==> src/rtl/inst_fetch_queue_pkg.sv <==
// Shared fetch-path types for the instruction fetch queue and the decode stage.
package inst_fetch_queue_pkg;

   typedef logic [31:0] word_t;

   typedef struct packed {
      word_t pc;
      word_t inst;
   } fetch_entry_t;

   localparam int unsigned FETCH_QUEUE_DEPTH  = 8;
   localparam int unsigned FETCH_MAX_INFLIGHT = 2;

   function automatic logic [1:0] popcount2(input logic [1:0] v);
      return {1'b0, v[0]} + {1'b0, v[1]};
   endfunction

endpackage

==> src/rtl/inst_fetch_queue.sv <==
// Dual-enqueue / dual-dequeue instruction queue between the ICache response and decode.
// Throttles ICache requests so every outstanding response has guaranteed space.
module inst_fetch_queue
   import inst_fetch_queue_pkg::*;
#(
   parameter int unsigned DEPTH        = FETCH_QUEUE_DEPTH,
   parameter int unsigned MAX_INFLIGHT = FETCH_MAX_INFLIGHT
) (
   input  logic                       clk,
   input  logic                       reset,
   input  logic                       req_fire,
   output logic                       req_allow,
   input  logic                       resp_valid,
   input  logic [63:0]                resp_data,
   input  logic [31:0]                resp_pc,
   input  logic [1:0]                 resp_mask,
   input  logic                       flush,
   output logic [1:0]                 deq_valid,
   output logic [31:0]                deq_inst0,
   output logic [31:0]                deq_pc0,
   output logic [31:0]                deq_inst1,
   output logic [31:0]                deq_pc1,
   input  logic [1:0]                 deq_cnt,
   output logic [$clog2(DEPTH):0]     count
);

   localparam int unsigned PW = $clog2(DEPTH);
   localparam int unsigned CW = PW + 1;
   localparam int unsigned FW = CW + 1;
   localparam int unsigned IW = $clog2(MAX_INFLIGHT + 2) + 1;

   fetch_entry_t mem_q [DEPTH];

   logic [CW-1:0] head_q, head_d;
   logic [CW-1:0] tail_q, tail_d;
   logic [IW-1:0] inflight_q, inflight_d;
   logic [IW-1:0] drop_q, drop_d;

   logic [CW-1:0] occ;
   logic [CW-1:0] head_p1;
   logic [CW-1:0] tail_p1;
   logic [1:0]    avail;
   logic [1:0]    deq_n;
   logic [1:0]    enq_req;
   logic [1:0]    enq_n;
   logic          enq_ok;
   logic          resp_ret;
   logic [FW-1:0] free_enq;
   logic [31:0]   free_now;
   logic [31:0]   need;
   fetch_entry_t  wr_e0;
   fetch_entry_t  wr_e1;

   // ---------------------------------------------------------------------------------------
   // Occupancy and read side
   // ---------------------------------------------------------------------------------------
   always_comb begin
      occ     = tail_q - head_q;
      head_p1 = head_q + CW'(1);
      tail_p1 = tail_q + CW'(1);

      avail = 2'd0;
      if (!reset) begin
         if (occ > CW'(1)) begin
            avail = 2'd2;
         end else begin
            avail = {1'b0, occ[0]};
         end
      end

      unique case (avail)
         2'd2:    deq_valid = 2'b11;
         2'd1:    deq_valid = 2'b01;
         default: deq_valid = 2'b00;
      endcase

      // Over-consumption by decode is clamped to what is actually presented.
      deq_n = (deq_cnt > avail) ? avail : deq_cnt;

      count     = reset ? '0 : occ;
      deq_inst0 = mem_q[head_q[PW-1:0]].inst;
      deq_pc0   = mem_q[head_q[PW-1:0]].pc;
      deq_inst1 = mem_q[head_p1[PW-1:0]].inst;
      deq_pc1   = mem_q[head_p1[PW-1:0]].pc;
   end

   // ---------------------------------------------------------------------------------------
   // Write side
   // ---------------------------------------------------------------------------------------
   always_comb begin
      enq_req = popcount2(resp_mask);
      enq_ok  = resp_valid && (drop_q == '0) && !flush && !reset;

      // Slots vacated by this cycle's dequeue are safe to refill: reads are combinational.
      free_enq = FW'(DEPTH) - {1'b0, occ} + FW'(deq_n);

      enq_n = 2'd0;
      if (enq_ok) begin
         if (FW'(enq_req) > free_enq) begin
            enq_n = free_enq[1:0];
         end else begin
            enq_n = enq_req;
         end
      end

      wr_e0 = '{pc: resp_pc,          inst: resp_data[31:0]};
      wr_e1 = '{pc: resp_pc + 32'd4,  inst: resp_data[63:32]};
   end

   // Storage is intentionally not reset; validity comes only from the pointers.
   always_ff @(posedge clk) begin
      if (enq_n != 2'd0) begin
         mem_q[tail_q[PW-1:0]] <= wr_e0;
      end
      if (enq_n == 2'd2) begin
         mem_q[tail_p1[PW-1:0]] <= wr_e1;
      end
   end

   // ---------------------------------------------------------------------------------------
   // Pointer, in-flight and drop bookkeeping
   // ---------------------------------------------------------------------------------------
   always_comb begin
      head_d     = head_q + CW'(deq_n);
      tail_d     = tail_q + CW'(enq_n);
      resp_ret   = resp_valid && (inflight_q != '0);
      inflight_d = inflight_q;
      drop_d     = drop_q;

      if (req_fire && !resp_ret) begin
         if (inflight_q != '1) begin
            inflight_d = inflight_q + IW'(1);
         end
      end else if (!req_fire && resp_ret) begin
         inflight_d = inflight_q - IW'(1);
      end

      if (flush) begin
         head_d = '0;
         tail_d = '0;
         drop_d = inflight_d;
      end else if (resp_valid && (drop_q != '0)) begin
         drop_d = drop_q - IW'(1);
      end
   end

   always_ff @(posedge clk) begin
      if (reset) begin
         head_q     <= '0;
         tail_q     <= '0;
         inflight_q <= '0;
         drop_q     <= '0;
      end else begin
         head_q     <= head_d;
         tail_q     <= tail_d;
         inflight_q <= inflight_d;
         drop_q     <= drop_d;
      end
   end

   // ---------------------------------------------------------------------------------------
   // Request throttle: live requests each reserve two slots; dropped ones reserve none.
   // ---------------------------------------------------------------------------------------
   always_comb begin
      free_now  = DEPTH - 32'(occ);
      need      = (32'(inflight_q - drop_q) + 32'd1) << 1;
      req_allow = !flush && !reset && (32'(inflight_q) < MAX_INFLIGHT) && (free_now >= need);
   end

   always_ff @(posedge clk) begin
      if (!reset) begin
         a_deq_cnt: assert (flush || (deq_cnt <= avail));
         a_resp_no_req: assert (!(resp_valid && (inflight_q == '0)));
         a_mask_legal: assert (!(resp_valid && (resp_mask == 2'b10)));
         a_no_overflow: assert (!(enq_ok && (FW'(enq_req) > free_enq)));
      end
   end

endmodule

==> config.mk <==
export PLATFORM = sky130hd
export DESIGN_NAME = inst_fetch_queue
export DESIGN_NICKNAME = d
export VERILOG_FILES = /design/src/rtl/inst_fetch_queue_pkg.sv /design/src/rtl/inst_fetch_queue.sv
export SDC_FILE = /design/constraint.sdc
export NUM_CORES = 1
export LEC_CHECK = 0
export CAP_MARGIN = 30
export CORE_MARGIN = 4
export CORE_UTILIZATION = 23
export CTS_CLUSTER_DIAMETER = 40
export DETAILED_ROUTE_END_ITERATION = 12
export HOLD_SLACK_MARGIN = 0.06
export PLACE_DENSITY = 0.38
export RECOVER_POWER = 25
export SYNTH_ARGS = -nofsm -noshare
export SYNTH_HDL_FRONTEND = slang
export SYNTH_SLANG_ARGS = --single-unit
==> constraint.sdc <==
create_clock -name clk -period 23 [get_ports clk]
set_input_delay 2.3 -clock clk [delete_from_list [all_inputs] [get_ports clk]]
set_output_delay 2.3 -clock clk [all_outputs]
set_load 0.02 [all_outputs]
==> impl_summary.log <==
[metrics] mean instance size in the synthesized netlist: 13.6 um2
[metrics] routing usage on met2: 26.1%
[metrics] count of flip-flops with a built-in enable after synthesis: 512
[metrics] placed wire-length estimate: 73300 um
[metrics] Max-Slew Margin vs Limit: -179%
[metrics] busiest layer in global routing: met2
[metrics] final number of setup-violating endpoints: 0
[metrics] met3 GRT Util: 3.68%
[metrics] critical register-to-register path startpoint: head_q[1]
[metrics] global-route usage over all layers: 15.7%
[metrics] fraction of final layout cells with drive strength greater than 1: 29.9%
[metrics] Die Wd: 384 um
[metrics] global routing usage on met1: 20.5%
[metrics] CTS Buf Count: 120
[metrics] PwrDens: 98.0 nW/um2
[metrics] pin count of the biggest net entering global routing: 106
[metrics] violations in the final reports: max-capacitance violations, max-slew violations
[metrics] final count of hold timing violations: 0
[metrics] largest fanout on the critical path: 48
[metrics] clk_skew: 0.0251 ns
[metrics] count of cell types in the netlist: 53
[metrics] post-CTS clock slew at the launch and capture registers of the worst setup and hold paths: 0.05 ns
[metrics] CTS sink count: 526
[metrics] PostCTS Resize Cnt: 0
[metrics] die footprint: 148000 um2
[metrics] Setup crit start kind: flop
[metrics] synthesized flop and latch total: 526
[metrics] min setup slack post-route: 8.87 ns
[metrics] Top-Level Pins: 240
[metrics] worst slack after detailed placement: 13.32 ns
[metrics] placed cells: 4357
[metrics] Initial Utilization: 23.2%
[metrics] Synthesis Warnings: 0
[metrics] area share of the largest cell type after synthesis: 47.3%
[metrics] measured slew at the worst slew-check pin: 4.18 ns
[metrics] end point of the worst hold path: tail_q[3]
[metrics] detailed-route DRC error count: 0
[metrics] Cell Area, Synth: 32500 um2
[metrics] ordered cell list for the critical path: clkbuf_1 -> ha_1 -> clkbuf_1 -> mux4_2 -> mux2_2 -> dlygate4sd3_1
[metrics] final instance area: 41200 um2
[metrics] MaxCap Viol Count: 13
[metrics] FF-to-FF path depth: 25
[metrics] unrepaired setup endpoints after global routing: no
[metrics] cell family with most CP delay: buffers and inverters
[metrics] class of the tightest hold or removal check: flop to flop
[metrics] final cell count without fillers: 4584
[metrics] total congestion overflow after global routing: 0
[metrics] synth top area cells: edfxtp_1, mux4_2, mux2_2
[metrics] routability cong.: 0.740
[metrics] standard-cell row count: 137
[metrics] count of mapped cells out of synthesis: 2392
[metrics] Total Nets Final: 2750
[metrics] growth of design area from synthesis to finish: 26.7%
[metrics] share of synthesized registers carrying an async set or reset: 0%
[metrics] register-to-register setup slack: 10.47 ns
[metrics] final WL: 117000 um
[metrics] number of cells on the worst hold path: 2
[metrics] required time at the worst-slack endpoint: 20.70 ns
[metrics] wire length of the first global-routing pass: 169000 um
[metrics] Wirelength per Cell: 25.5 um
[metrics] clock root buffer: clkbuf_16
[metrics] maximum VDD drop: 0.0542 mV
[metrics] Final Hold Slack: 0.539 ns
[metrics] leakage power: 13.0 nW
[metrics] highest-delay cell along the critical path: clkbuf_1
[metrics] count of port buffers added during placement: 239
[metrics] count of hold buffers inserted by post-cts repair: 0
[metrics] final period utilization: 61.4%
[metrics] largest stage delay on the critical path: 2.74 ns
[metrics] count of fill cells added during filler insertion: 14100
[metrics] initial antenna violation count: 11
[metrics] router iterations before antenna repair: 7
[metrics] Post-CTS Repair Setup Buffers: 0
[metrics] run status: complete, but fails checks
[metrics] maximum clock frequency: 0.0708 GHz
[metrics] combined buffer and inverter count along the critical path: 3
[metrics] data arrival time of the critical path: 11.83 ns
[metrics] portion of the post-synthesis area used by sequential elements: 48.1%
[metrics] clock tree from TritonCTS: built
[metrics] via total after detailed routing: 21800
[metrics] predominant post-synthesis flop cell: edfxtp_1
[metrics] Clock H-tree levels: 3
[metrics] cell with the most instances after synthesis: edfxtp_1
[metrics] Post-Synthesis Net Count: 2538
[metrics] final sum of negative setup slack: 0 ns
[metrics] Core Area: 140000 um2
[metrics] clock insertion delay at the later pin of the skew report: 0.71 ns
[metrics] count of final max-slew check failures: 496
[metrics] commonest cells in the netlist: edfxtp_1, mux2_2, mux4_2
[metrics] destination of the worst register-to-register timing path: mem_q[5][25]
[metrics] number of global-route vias before repair: 23300
[metrics] floorplan die height: 384 um
[metrics] cell seen most often among critical-path stages: clkbuf_1
[metrics] HP Start: tail_q[3]
[metrics] Avg Vias per Cell: 4.76
[metrics] library cell with the largest summed area after synthesis: edfxtp_1
[metrics] startpoint-to-endpoint class of the critical path: flop to primary output
[metrics] area of placed instances: 37200 um2
[metrics] initial drt markers: 1613
[metrics] post-layout minimum cycle time: 14.13 ns
[metrics] CP endpoint kind: primary output
[metrics] number of nets still failing antenna checks after routing: 0
[metrics] deepest clock path buffer count: 3
==> kinds of logic after synthesis <==
logic type	Yosys count	synth area share, %
multiplexers	620	30.3
buffers and inverters	231	3.25
XOR/XNOR	222	6.02
AND/OR/NAND/NOR	513	6.48
flip-flops	526	48.1
AO/OA/AOI/OAI	239	4.13
adder cells (fa/ha/maj)	41	1.69
==> how the worst max path moves through the flow <==
stage,start,endpoint,cells after the start
4_1_cts,tail_q[0],mem_q[0][53],24
3_5_place_dp,reset,mem_q[0][5],20
5_1_grt,head_q[1],deq_inst1[0],6
2_1_floorplan,head_q[1],mem_q[1][0],23
6_report,head_q[1],deq_inst1[0],6
3_3_place_gp,reset,mem_q[7][8],20
==> through the flow <==
stage / power (W) / util (%)
detailed placement: 0.00233 / 26.6
CTS: 0.00412 / 29.5
global placement: 0.00232 / 26.3
floorplan: 0.00185 / -
finish: 0.00404 / 29.4
global route: 0.00424 / 29.4
==> worst register-to-register path: stages, from the launching register on <==
cell	delay, ns
dfxtp_1	2.06
inv_1	0.13
ha_1	0.38
and3b_1	0.20
or3_1	0.38
nand2_1	0.22
o211ai_1	0.15
nor3_1	0.35
ha_1	0.23
nor2b_1	0.05
o21ai_0	0.26
nand2_1	0.11
o21ai_0	0.12
ha_1	0.23
fa_1	0.46
ha_1	0.32
nor2b_1	0.13
o21ai_0	0.16
a211oi_1	0.51
a211oi_4	0.07
clkbuf_1	0.54
o21ai_4	0.32
clkbuf_1	2.94
o21ai_4	0.98
buf_4	0.65
buf_12	0.33
==> placed cells by master (no fill, tap or decap), types with 10 or more instances in the layout <==
cell             Yosys  layout
mux4_2             256     256
xnor2_1            213     213
clkinvlp_4           0      12
clkinv_2             0      21
buf_4               14      30
clkbuf_1            85      25
nor2_1             205     205
dlygate4sd3_1        0     117
nand4_1             15      15
nand2_1            228     228
clkinv_1             0      18
ha_1                36      36
clkdlybuf4s50_1      0     122
o21ai_4              0      11
mux2_1              70      70
nand3_1             21      21
o211ai_1            17      17
o21ai_0            186     184
edfxtp_1           512     512
dfxtp_1             14      12
mux2_2             290     290
inv_1               25      24
bufinv_16            0      20
buf_16               0      10
clkbuf_16            0     121
==> state kept, by name, indices dropped and copies added, names as in the netlist <==
signal      cells
head_q          4
mem_q         512
tail_q          4
drop_q          3
inflight_q      3
==> where the power goes <==
part / internal (W) / switching [W]
Clock: 0.00118 / 0.000580
Sequential: 0.00107 / 0.0000193
Combinational: 0.000561 / 0.000628
Total: 0.00281 / 0.00123
==> cell type report <==
class                   count  area [um2]  area share (%)
flip-flops and latches    526       15700            38.0
repair buffers            296        3010            7.30
clock inverters            89        1060            2.57
well taps                1876        2350            5.69
inverters                  25        96.3           0.234
multi-input cells        1635       16000            38.7
clock buffers             134        3090            7.49
diodes                      3        7.51          0.0182
==> layer usage <==
metal	part of all wire [%]	vias up
met5	0.029	-
met4	1.9	6
met3	6.6	149
met2	48	655
met1	43	11400
li1	-	9590
Power figures use the tool's default switching activity.
